**config.mk**
```make
export PLATFORM = sky130hd
export DESIGN_NAME = an_scan_mux_flat
export DESIGN_NICKNAME = d
export VERILOG_FILES = /design/src/rtl/an_scan_mux_pkg.sv /design/src/rtl/an_scan_mux_if.sv /design/src/rtl/an_scan_mux_hex_to_sseg.sv /design/src/rtl/an_scan_mux.sv /design/src/flat_wrapper.sv
export SDC_FILE = /design/constraint.sdc
export NUM_CORES = 1
export LEC_CHECK = 0
export BUFFER_PORTS_ARGS = -buffer_cell sky130_fd_sc_hd__clkbuf_2
export CORE_MARGIN = 2
export CORE_UTILIZATION = 47
export DETAILED_ROUTE_END_ITERATION = 7
export PLACE_DENSITY_LB_ADDON = 0.12
export SLEW_MARGIN = 20
export SYNTH_ARGS = -nofsm -noshare
export SYNTH_HDL_FRONTEND = slang
export SYNTH_HIERARCHICAL = 1
export SYNTH_SLANG_ARGS = --single-unit
```
**constraint.sdc**
```tcl
create_clock -name clk -period 2.14 [get_ports clk]
set_input_delay 0.214 -clock clk [delete_from_list [all_inputs] [get_ports clk]]
set_output_delay 0.214 -clock clk [all_outputs]
set_load 0.02 [all_outputs]
```
**src/rtl/an_scan_mux_pkg.sv**
```systemverilog
// sseg_pkg: shared seven-segment types and the hex-to-segment decode.
// Segment vectors are active-high, with bit 0 = a through bit 6 = g.
// Any display block that needs the glyph table imports this package.
package sseg_pkg;

    typedef logic [6:0] seg_t;

    localparam seg_t SEG_BLANK = 7'h00;

    function automatic seg_t hex_to_seg(input logic [3:0] hex);
        seg_t s;
        case (hex)
            4'h0: s = 7'h3F;
            4'h1: s = 7'h06;
            4'h2: s = 7'h5B;
            4'h3: s = 7'h4F;
            4'h4: s = 7'h66;
            4'h5: s = 7'h6D;
            4'h6: s = 7'h7D;
            4'h7: s = 7'h07;
            4'h8: s = 7'h7F;
            4'h9: s = 7'h6F;
            4'hA: s = 7'h77;
            4'hB: s = 7'h7C;
            4'hC: s = 7'h39;
            4'hD: s = 7'h5E;
            4'hE: s = 7'h79;
            4'hF: s = 7'h71;
            default: s = SEG_BLANK;
        endcase
        return s;
    endfunction

endpackage

```
**src/rtl/an_scan_mux_if.sv**
```systemverilog
// an_scan_mux_if: groups the signals between the datapath and the display scanner.
//   master : the datapath side. It drives en, digit_data, dp_in and blank_mask.
//   slave  : the scanner side. It drives an, seg, dp, digit_sel and tick.
interface an_scan_mux_if #(
    parameter int NUM_DIGITS = 4
);
    import sseg_pkg::*;

    localparam int SEL_W = $clog2(NUM_DIGITS);

    logic                      en;
    logic [4*NUM_DIGITS-1:0]   digit_data;
    logic [NUM_DIGITS-1:0]     dp_in;
    logic [NUM_DIGITS-1:0]     blank_mask;
    logic [NUM_DIGITS-1:0]     an;
    seg_t                      seg;
    logic                      dp;
    logic [SEL_W-1:0]          digit_sel;
    logic                      tick;

    modport master (
        output en, digit_data, dp_in, blank_mask,
        input  an, seg, dp, digit_sel, tick
    );

    modport slave (
        input  en, digit_data, dp_in, blank_mask,
        output an, seg, dp, digit_sel, tick
    );

endinterface

```
**src/rtl/an_scan_mux_hex_to_sseg.sv**
```systemverilog
// hex_to_sseg: combinational hex nibble to seven-segment decoder.
//   i_hex : 4-bit nibble
//   o_seg : active-high segments, bit 0 = a through bit 6 = g
module hex_to_sseg
    import sseg_pkg::*;
(
    input  logic [3:0] i_hex,
    output seg_t       o_seg
);

    assign o_seg = hex_to_seg(i_hex);

endmodule

```
**src/rtl/an_scan_mux.sv**
```systemverilog
// an_scan_mux: time-multiplexed seven-segment scanner.
//   clk, reset : system clock and synchronous active-high reset
//   bus.slave  : en, digit_data, dp_in, blank_mask (in);
//                an, seg, dp, digit_sel, tick (out, all registered)
// A prescaler of REFRESH_DIV cycles steps digit_sel through 0..NUM_DIGITS-1.
// Each advance blanks the anodes for one cycle so the previous digit's
// segments never light up the new digit.
module an_scan_mux
    import sseg_pkg::*;
#(
    parameter int NUM_DIGITS  = 4,
    parameter int SEL_W       = $clog2(NUM_DIGITS),
    parameter int REFRESH_DIV = 100000,
    parameter int ACTIVE_LOW  = 1
) (
    input  logic         clk,
    input  logic         reset,
    an_scan_mux_if.slave bus
);

    localparam int   CNT_W = (REFRESH_DIV > 2) ? $clog2(REFRESH_DIV) : 1;
    localparam logic POL   = (ACTIVE_LOW != 0);

    generate
        if (NUM_DIGITS < 2 || REFRESH_DIV < 2) begin : g_bad_param
            $error("an_scan_mux: NUM_DIGITS and REFRESH_DIV must both be >= 2");
        end
    endgenerate

    logic [CNT_W-1:0]      r_div_cnt;
    logic [SEL_W-1:0]      r_sel;
    logic                  r_tick;
    logic                  r_live;
    logic [NUM_DIGITS-1:0] r_an;
    seg_t                  r_seg;
    logic                  r_dp;

    logic                  w_adv;
    logic [SEL_W-1:0]      w_sel_nxt;
    logic [NUM_DIGITS-1:0] w_onehot;
    logic [NUM_DIGITS-1:0] w_an_raw;
    logic [3:0]            w_nib;
    seg_t                  w_seg;

    assign w_adv     = bus.en && (r_div_cnt == CNT_W'(REFRESH_DIV - 1));
    // Explicit wrap, so a non-power-of-two digit count never reaches NUM_DIGITS.
    assign w_sel_nxt = (r_sel == SEL_W'(NUM_DIGITS - 1)) ? '0 : r_sel + 1'b1;
    assign w_onehot  = NUM_DIGITS'(1) << r_sel;
    assign w_nib     = bus.digit_data[r_sel*4 +: 4];

    // Anodes stay dark in three cases:
    //   - on the advance edge (dead time);
    //   - on the first edge after reset, so digit 0 lights at the second edge;
    //   - for a blanked digit.
    assign w_an_raw  = (w_adv || !r_live || bus.blank_mask[r_sel]) ? '0 : w_onehot;

    hex_to_sseg u_dec (
        .i_hex (w_nib),
        .o_seg (w_seg)
    );

    always_ff @(posedge clk) begin
        if (reset) begin
            r_div_cnt <= '0;
            r_sel     <= '0;
            r_tick    <= 1'b0;
            r_live    <= 1'b0;
            r_an      <= {NUM_DIGITS{POL}};
            r_seg     <= SEG_BLANK ^ {7{POL}};
            r_dp      <= POL;
        end else begin
            r_live <= 1'b1;
            if (bus.en) begin
                r_div_cnt <= w_adv ? '0 : r_div_cnt + 1'b1;
            end
            if (w_adv) begin
                r_sel <= w_sel_nxt;
            end
            r_tick <= w_adv;
            r_an   <= w_an_raw ^ {NUM_DIGITS{POL}};
            // Segments follow the pre-edge selection, so they land together
            // with the new anode one cycle after the advance.
            r_seg  <= w_seg ^ {7{POL}};
            r_dp   <= bus.dp_in[r_sel] ^ POL;
        end
    end

    assign bus.an        = r_an;
    assign bus.seg       = r_seg;
    assign bus.dp        = r_dp;
    assign bus.digit_sel = r_sel;
    assign bus.tick      = r_tick;

endmodule

```
**src/flat_wrapper.sv**
```systemverilog
// flat-port wrapper written by rule: the top's interface ports become plain ports
module an_scan_mux_flat import sseg_pkg::*;
#(
    parameter int NUM_DIGITS  = 4,
    parameter int SEL_W       = $clog2(NUM_DIGITS),
    parameter int REFRESH_DIV = 100000,
    parameter int ACTIVE_LOW  = 1
)
  (clk, reset, bus_en, bus_digit_data, bus_dp_in, bus_blank_mask, bus_an, bus_seg, bus_dp, bus_digit_sel, bus_tick);
  an_scan_mux_if #(.NUM_DIGITS(NUM_DIGITS)) bus_i ();
  input  logic clk;
  input  logic reset;
  input wire logic [$bits(bus_i.en)-1:0] bus_en;
  input wire logic [$bits(bus_i.digit_data)-1:0] bus_digit_data;
  input wire logic [$bits(bus_i.dp_in)-1:0] bus_dp_in;
  input wire logic [$bits(bus_i.blank_mask)-1:0] bus_blank_mask;
  output wire logic [$bits(bus_i.an)-1:0] bus_an;
  output wire logic [$bits(bus_i.seg)-1:0] bus_seg;
  output wire logic [$bits(bus_i.dp)-1:0] bus_dp;
  output wire logic [$bits(bus_i.digit_sel)-1:0] bus_digit_sel;
  output wire logic [$bits(bus_i.tick)-1:0] bus_tick;
  assign bus_i.en = bus_en;
  assign bus_i.digit_data = bus_digit_data;
  assign bus_i.dp_in = bus_dp_in;
  assign bus_i.blank_mask = bus_blank_mask;
  assign bus_an = bus_i.an;
  assign bus_seg = bus_i.seg;
  assign bus_dp = bus_i.dp;
  assign bus_digit_sel = bus_i.digit_sel;
  assign bus_tick = bus_i.tick;
  an_scan_mux #(.NUM_DIGITS(NUM_DIGITS), .SEL_W(SEL_W), .REFRESH_DIV(REFRESH_DIV), .ACTIVE_LOW(ACTIVE_LOW)) u_core (.clk(clk), .reset(reset), .bus(bus_i));
endmodule
```
==> impl_metrics.csv, run 1 <==
group,metric,value,unit
critical_path,critPathKind,"flop to flop",
synthesis,synth_top_cell_area_share,0.384,
synthesis,async_flop_share,0,
floorplan,dieWidth,64.5,um
grt,grt_pass1_vias,1363,
power,clkPwrFrac,0.387,
synthesis,yosysWarnings,6,
routing,drt-total-wl,3600,um
cells_and_area,nets,264,
clock_network,clkLatencyLatePin,340,ps
critical_path,r2r-start,"u_core/bus.digit_sel[0]$_SDFFE_PP0N_",
grt,grt_pass1_wl,5970,um
synthesis,syn-num-nets,218,
critical_path,startpoint,"u_core/bus.digit_sel[0]$_SDFFE_PP0N_",
routing,postRouteAntennaNets,0,
routing,vias,1448,
clock_network,cts-resized-gates,0,
routing,drc,0,
critical_path,crit_path_end_kind,"flop",
floorplan,core-area,3420,um^2
clock_network,cts_buffers,5,
synthesis,synthCells,179,
power,p_int,972,uW
critical_path,crit_chain,"mux4_2 > inv_1 > ha_1 > inv_1 > mux4_2 > nand2_1",
critical_path,crit_buf_inv,2,
power,max-vdd-ir-drop,0.320,mV
timing,maxClockFrequency,0.498,GHz
timing,finalCriticalPeriod,2010,ps
timing,finalSetupViolations,0,
synthesis,syn_area_per_cell,9.60,um^2
floorplan,fp.dieH,64.5,um
cells_and_area,area_delta_synth_final,20.0,%
timing,relSlewSlack,0.734,
critical_path,r2r_setup_slack,130,ps
timing,finalHoldViolCount,0,
synthesis,dominantRegCellSynth,"dfxtp_1",
power,p_sw_frac,0.230,
timing,drv_slew,0,
critical_path,crit_end,"u_core/bus.seg[3]$_SDFF_PP1_",
synthesis,ys_types,40,
synthesis,synth_seq_cells,33,
power,p_sw,291,uW
synthesis,yosysSeqAreaShare,0.384,
run,drv_cap,0,
critical_path,worst_r2r_path_depth,6,
critical_path,worstPathArrival,2300,ps
placement,port_buffers,41,
outcome,outcome,"finished, final reports clean",
clock_network,cts_num_sinks,33,
synthesis,synthTopCellsByCount,"33 x dfxtp_1, 21 x nand2_1, 19 x nor2_1",
timing,clock_skew,12.9,ps
synthesis,syn-cell-area,1720,um^2
critical_path,cp.depth,6,
power,p_leak,0.000826,uW
critical_path,slowest_delay,570,ps
timing,rsz0062_at_grt,"false",
floorplan,ios,42,
power,p_comb_frac,0.108,
grt,grt_max_degree,15,
power,power_frac_seq,0.505,
placement,place.gp.congestion,0.931,
floorplan,start_util,0.503,
placement,pre_cts_ws,159,ps
routing,first_iter_violations,47,
routing,firstDrtPassIters,4,
grt,track_usage,0.187,
floorplan,rows,21,
critical_path,slowest_stage,"mux4_2",
timing,tns,0,ps
clock_network,post-cts-setup-buffers,0,
placement,dp_hpwl,2670,um
clock_network,cts_buffer_depth,2,
critical_path,critPathMaxFanout,5,
clock_network,clock-root-buffer,"clkbuf_4",
cells_and_area,fillers,300,
worst_hold_path,hold-path-cell-count,2,
floorplan,dieArea,4160,um^2
clock_network,h-tree-depth,2,
timing,fin_hold_ws,123,ps
power,powerDensity,612,nW/um^2
synthesis,yosysMostFrequentCell,"dfxtp_1",
timing,worstMarginPinSlew,396,ps
routing,wl_per_cell,13.2,um
clock_network,path_clk_slew,100,ps
clock_network,cts_tree,"done",
critical_path,start_kind,"flop",
grt,antenna_found_initial,0,
cells_and_area,insertedDiodeCount,0,
synthesis,synth_edf_count,0,
routing,viasPerCell,5.32,
clock_network,cts-hold-fix-buffers,0,
cells_and_area,drive_above_1_share,0.305,
synthesis,synth_top_area_cell,"dfxtp_1",
worst_hold_path,hold_class,"input pin to flop",
critical_path,rr_endpoint,"u_core/bus.seg[3]$_SDFF_PP1_",
synthesis,synth.area.top_cells,"dfxtp_1 38%, mux4_2 9.2%, ha_1 8.7%",
grt,grt-ovfl-total,0,
timing,fin_crit_sh,0.938,
critical_path,worstPathRequired,2430,ps
critical_path,crit_family,"multiplexers",
power,total_power,1260,uW
timing,fin_ws,132,ps
==> state kept, by name, indices dropped and copies added, names as in the netlist <==
name,cells
u_core/bus.seg,7
u_core/bus.dp,1
u_core/bus.tick,1
u_core/r_div_cnt,17
u_core/bus.an,4
u_core/bus.digit_sel,2
u_core/r_live,1
==> power groups by stage <==
stage               combinational (uW)  clock (uW)  sequential (uW)
floorplan                         68.4           0              667
global placement                   132           0              652
detailed placement                 135           0              652
CTS                                136         507              637
global route                       149         531              639
finish                             136         489              638
==> worst register-to-register path, stage by stage (launching register included) <==
cell	delay, ps
dfxtp_2	390
mux4_2	570
inv_1	180
ha_1	270
inv_1	50
mux4_2	440
nand2_1	60
==> logic make-up after synthesis <==
group / Yosys count / share of synthesized area
adders and majority gates: 12 / 0.0873
buffers and inverters: 17 / 0.0459
DFF: 33 / 0.384
xor gates and xnor gates: 12 / 0.0611
and+or+nand+nor: 76 / 0.231
AOI/OAI and AO/OA: 15 / 0.0560
muxes: 14 / 0.135
==> metal layers <==
metal	GRT usage	up-vias	wire length, um	share of wire
met5	0	-	0	0
met4	0.0718	0	59	0.016
met3	0.0573	6	282	0.078
met2	0.327	48	1710	0.48
met1	0.214	673	1540	0.43
li1	-	721	-	-
==> metrics by stage <==
step | cells | instance area (um^2) | util
6_report | 272 | 2060 | 0.604
5_1_grt | 272 | 2060 | 0.604
4_1_cts | 272 | 2060 | 0.604
3_5_place_dp | 264 | 1980 | 0.579
3_3_place_gp | 264 | 1980 | 0.579
2_1_floorplan | 179 | 1730 | -
==> layout by cell type, fill, tap and decap left out, types with 2 or more instances in the layout <==
cell,n
nand2_1,21
nor3_1,5
ha_1,12
clkbuf_2,41
nand3_2,2
mux4_2,7
nand3_1,3
xnor2_1,9
and4_1,2
mux2i_1,4
mux2_2,3
o21ai_0,3
a21oi_1,4
or3_1,6
a22oi_1,2
o31ai_1,2
nor4_1,4
inv_1,10
dfxtp_1,32
nor2b_1,2
nand4_1,4
nor2_1,19
clkbuf_4,5
xor2_1,3
buf_4,4
==> worst min-delay path by stage <==
stage / from / end / slack, ps
after floorplan: reset / u_core/bus.digit_sel[0]$_SDFFE_PP0N_ / 280
after global placement: u_core/r_div_cnt[16]$_SDFFE_PP0P_ / u_core/r_div_cnt[16]$_SDFFE_PP0P_ / 480
after detailed placement: reset / u_core/bus.digit_sel[0]$_SDFFE_PP0N_ / 480
after CTS: reset / u_core/bus.digit_sel[0]$_SDFFE_PP0N_ / 100
after global routing: reset / u_core/bus.digit_sel[0]$_SDFFE_PP0N_ / 130
final: reset / u_core/bus.digit_sel[0]$_SDFFE_PP0N_ / 120
==> final cells by class <==
cell class,instances,area (um^2),share of cell area
multi-input combinational,129,980,0.475
inverter,11,43.8,0.0212
tap,46,57.6,0.0279
clock buffer,7,55.1,0.0267
clock inverter,1,30.0,0.0146
sequential,33,662,0.321
timing repair buffer,45,235,0.114
No activity file was read; power rests on OpenSTA's default activity.
==> run 2, diff against run 1 <==
--- a/config.mk
+++ b/config.mk
@@ -7,10 +7,10 @@
 export LEC_CHECK = 0
 export BUFFER_PORTS_ARGS = -buffer_cell sky130_fd_sc_hd__clkbuf_2
 export CORE_MARGIN = 2
-export CORE_UTILIZATION = 47
+export CORE_UTILIZATION = 49
+export CTS_BUF_LIST = sky130_fd_sc_hd__clkbuf_2 sky130_fd_sc_hd__clkbuf_4 sky130_fd_sc_hd__clkbuf_8
 export DETAILED_ROUTE_END_ITERATION = 7
 export PLACE_DENSITY_LB_ADDON = 0.12
-export SLEW_MARGIN = 20
 export SYNTH_ARGS = -nofsm -noshare
 export SYNTH_HDL_FRONTEND = slang
 export SYNTH_HIERARCHICAL = 1
==> impl_metrics.csv, run 2 (synthesis results as in run 1) <==
group,metric,value,unit
power,p_leak,0.000828,uW
routing,postRouteAntennaNets,0,
cells_and_area,layout_commonest_cell,"clkbuf_2",
critical_path,worstPathArrival,2250,ps
routing,viasPerCell,5.29,
placement,place.gp.congestion,0.773,
timing,finalHoldViolCount,0,
timing,worstMarginPinSlew,378,ps
clock_network,cts_buffer_depth,2,
routing,drc,0,
grt,antenna_found_initial,0,
power,p_int,985,uW
power,clkPwrFrac,0.389,
timing,drv_slew,0,
placement,placed_area,1980,um^2
timing,relSlewSlack,0.746,
grt,grt-ovfl-total,0,
clock_network,path_clk_slew,90,ps
critical_path,critPathKind,"flop to flop",
clock_network,cts-hold-fix-buffers,0,
cells_and_area,final_cell_mix,"41 x clkbuf_2, 32 x dfxtp_1, 21 x nand2_1",
clock_network,cts_tree,"done",
timing,finalSetupViolations,0,
routing,firstDrtPassIters,7,
cells_and_area,largest-register,"u_core/r_div_cnt",
critical_path,worstPathRequired,2410,ps
floorplan,rows,21,
power,p_sw_frac,0.222,
clock_network,h-tree-depth,2,
run,drv_cap,0,
cells_and_area,area_delta_synth_final,20.2,%
clock_network,clkLatencyLatePin,320,ps
grt,grt_max_degree,19,
critical_path,start_kind,"flop",
timing,fin_ws,160,ps
power,power_frac_seq,0.504,
placement,pre_cts_ws,150,ps
grt,grt_pass1_vias,1378,
routing,vias,1438,
power,max-vdd-ir-drop,0.318,mV
power,p_sw,280,uW
cells_and_area,largest_register_ffs,17,
placement,port_buffers,41,
power,powerDensity,612,nW/um^2
clock_network,cts_num_sinks,33,
routing,first_iter_violations,44,
floorplan,ios,42,
timing,finalCriticalPeriod,1980,ps
grt,grt_pass1_wl,5870,um
clock_network,cts_buffers,5,
power,p_comb_frac,0.108,
critical_path,crit_path_end_kind,"flop",
routing,wl_per_cell,12.6,um
floorplan,core-area,3360,um^2
cells_and_area,drive_above_1_share,0.314,
routing,drt-total-wl,3440,um
cells_and_area,fin_area,2070,um^2
grt,track_usage,0.183,
placement,dp_hpwl,2640,um
floorplan,dieArea,4000,um^2
cells_and_area,insertedDiodeCount,0,
timing,fin_crit_sh,0.925,
timing,rsz0062_at_grt,"false",
floorplan,fp.dieH,63.2,um
critical_path,critPathMaxFanout,5,
cells_and_area,nets,264,
outcome,outcome,"finished, final reports clean",
timing,maxClockFrequency,0.505,GHz
worst_hold_path,hold_class,"input pin to flop",
floorplan,dieWidth,63.2,um
timing,clock_skew,6.00,ps
floorplan,start_util,0.511,
timing,tns,0,ps
clock_network,clock-root-buffer,"clkbuf_4",
run 2: final cells by class:
type,instances,area [um^2]
tap,46,57.6
inverter,11,43.8
clock buffer,7,58.8
timing repair buffer,45,235
sequential,33,662
fill,310,1300
clock inverter,1,30.0
multi-input combinational,129,980
run 2: path summary, 6_finish.rpt:
kind | startpoint | cells past startpoint | to | slack [ps]
worst max-delay path | u_core/bus.digit_sel[0]$_SDFFE_PP0N_ | 6 | u_core/bus.seg[3]$_SDFF_PP1_ | 160
worst min-delay path | reset | 2 | u_core/bus.digit_sel[0]$_SDFFE_PP0N_ | 150
worst max register to register | u_core/bus.digit_sel[0]$_SDFFE_PP0N_ | 6 | u_core/bus.seg[3]$_SDFF_PP1_ | 160
worst min register to register | u_core/r_live$_DFF_P_ | 2 | u_core/bus.an[1]$_SDFF_PP1_ | 500
run 2: power groups by stage:
| stage | sequential [uW] | combinational (uW) | clock, uW |
|---|---|---|---|
| floorplan | 667 | 68.4 | 0 |
| global placement | 651 | 132 | 0 |
| detailed placement | 652 | 136 | 0 |
| CTS | 638 | 137 | 508 |
| global route | 640 | 150 | 531 |
| finish | 638 | 136 | 492 |
run 2: worst max-delay path, cell delays in order, from the launching register on:
cell	delay, ps
dfxtp_2	390
mux4_2	580
inv_2	130
ha_1	260
inv_1	50
mux4_2	440
nand2_1	70
run 2: what timing repair did:
| action | CTS | global route |
|---|---|---|
| endpoints found under the setup margin | 0 | 2 |
| buffers inserted | 0 | 0 |
| gates resized for setup | 0 | 1 |
run 2: per-layer routing:
| layer | GRT usage | vias to the layer above | part of all wire |
|---|---|---|---|
| met4 | 0.0571 | 0 | 0.014 |
| met1 | 0.211 | 661 | 0.45 |
| met2 | 0.332 | 55 | 0.46 |
| met3 | 0.0429 | 5 | 0.075 |
| met5 | 0 | - | 0 |
| li1 | - | 717 | - |
run 2: metrics by stage:
step	power, uW	hold WS (ps)	util	std cells
final	1270	151	0.615	272
after global routing	1320	158	0.615	272
after global placement	783	472	0.588	264
after CTS	1280	143	0.615	272
after detailed placement	787	476	0.588	264
after floorplan	736	276	-	179
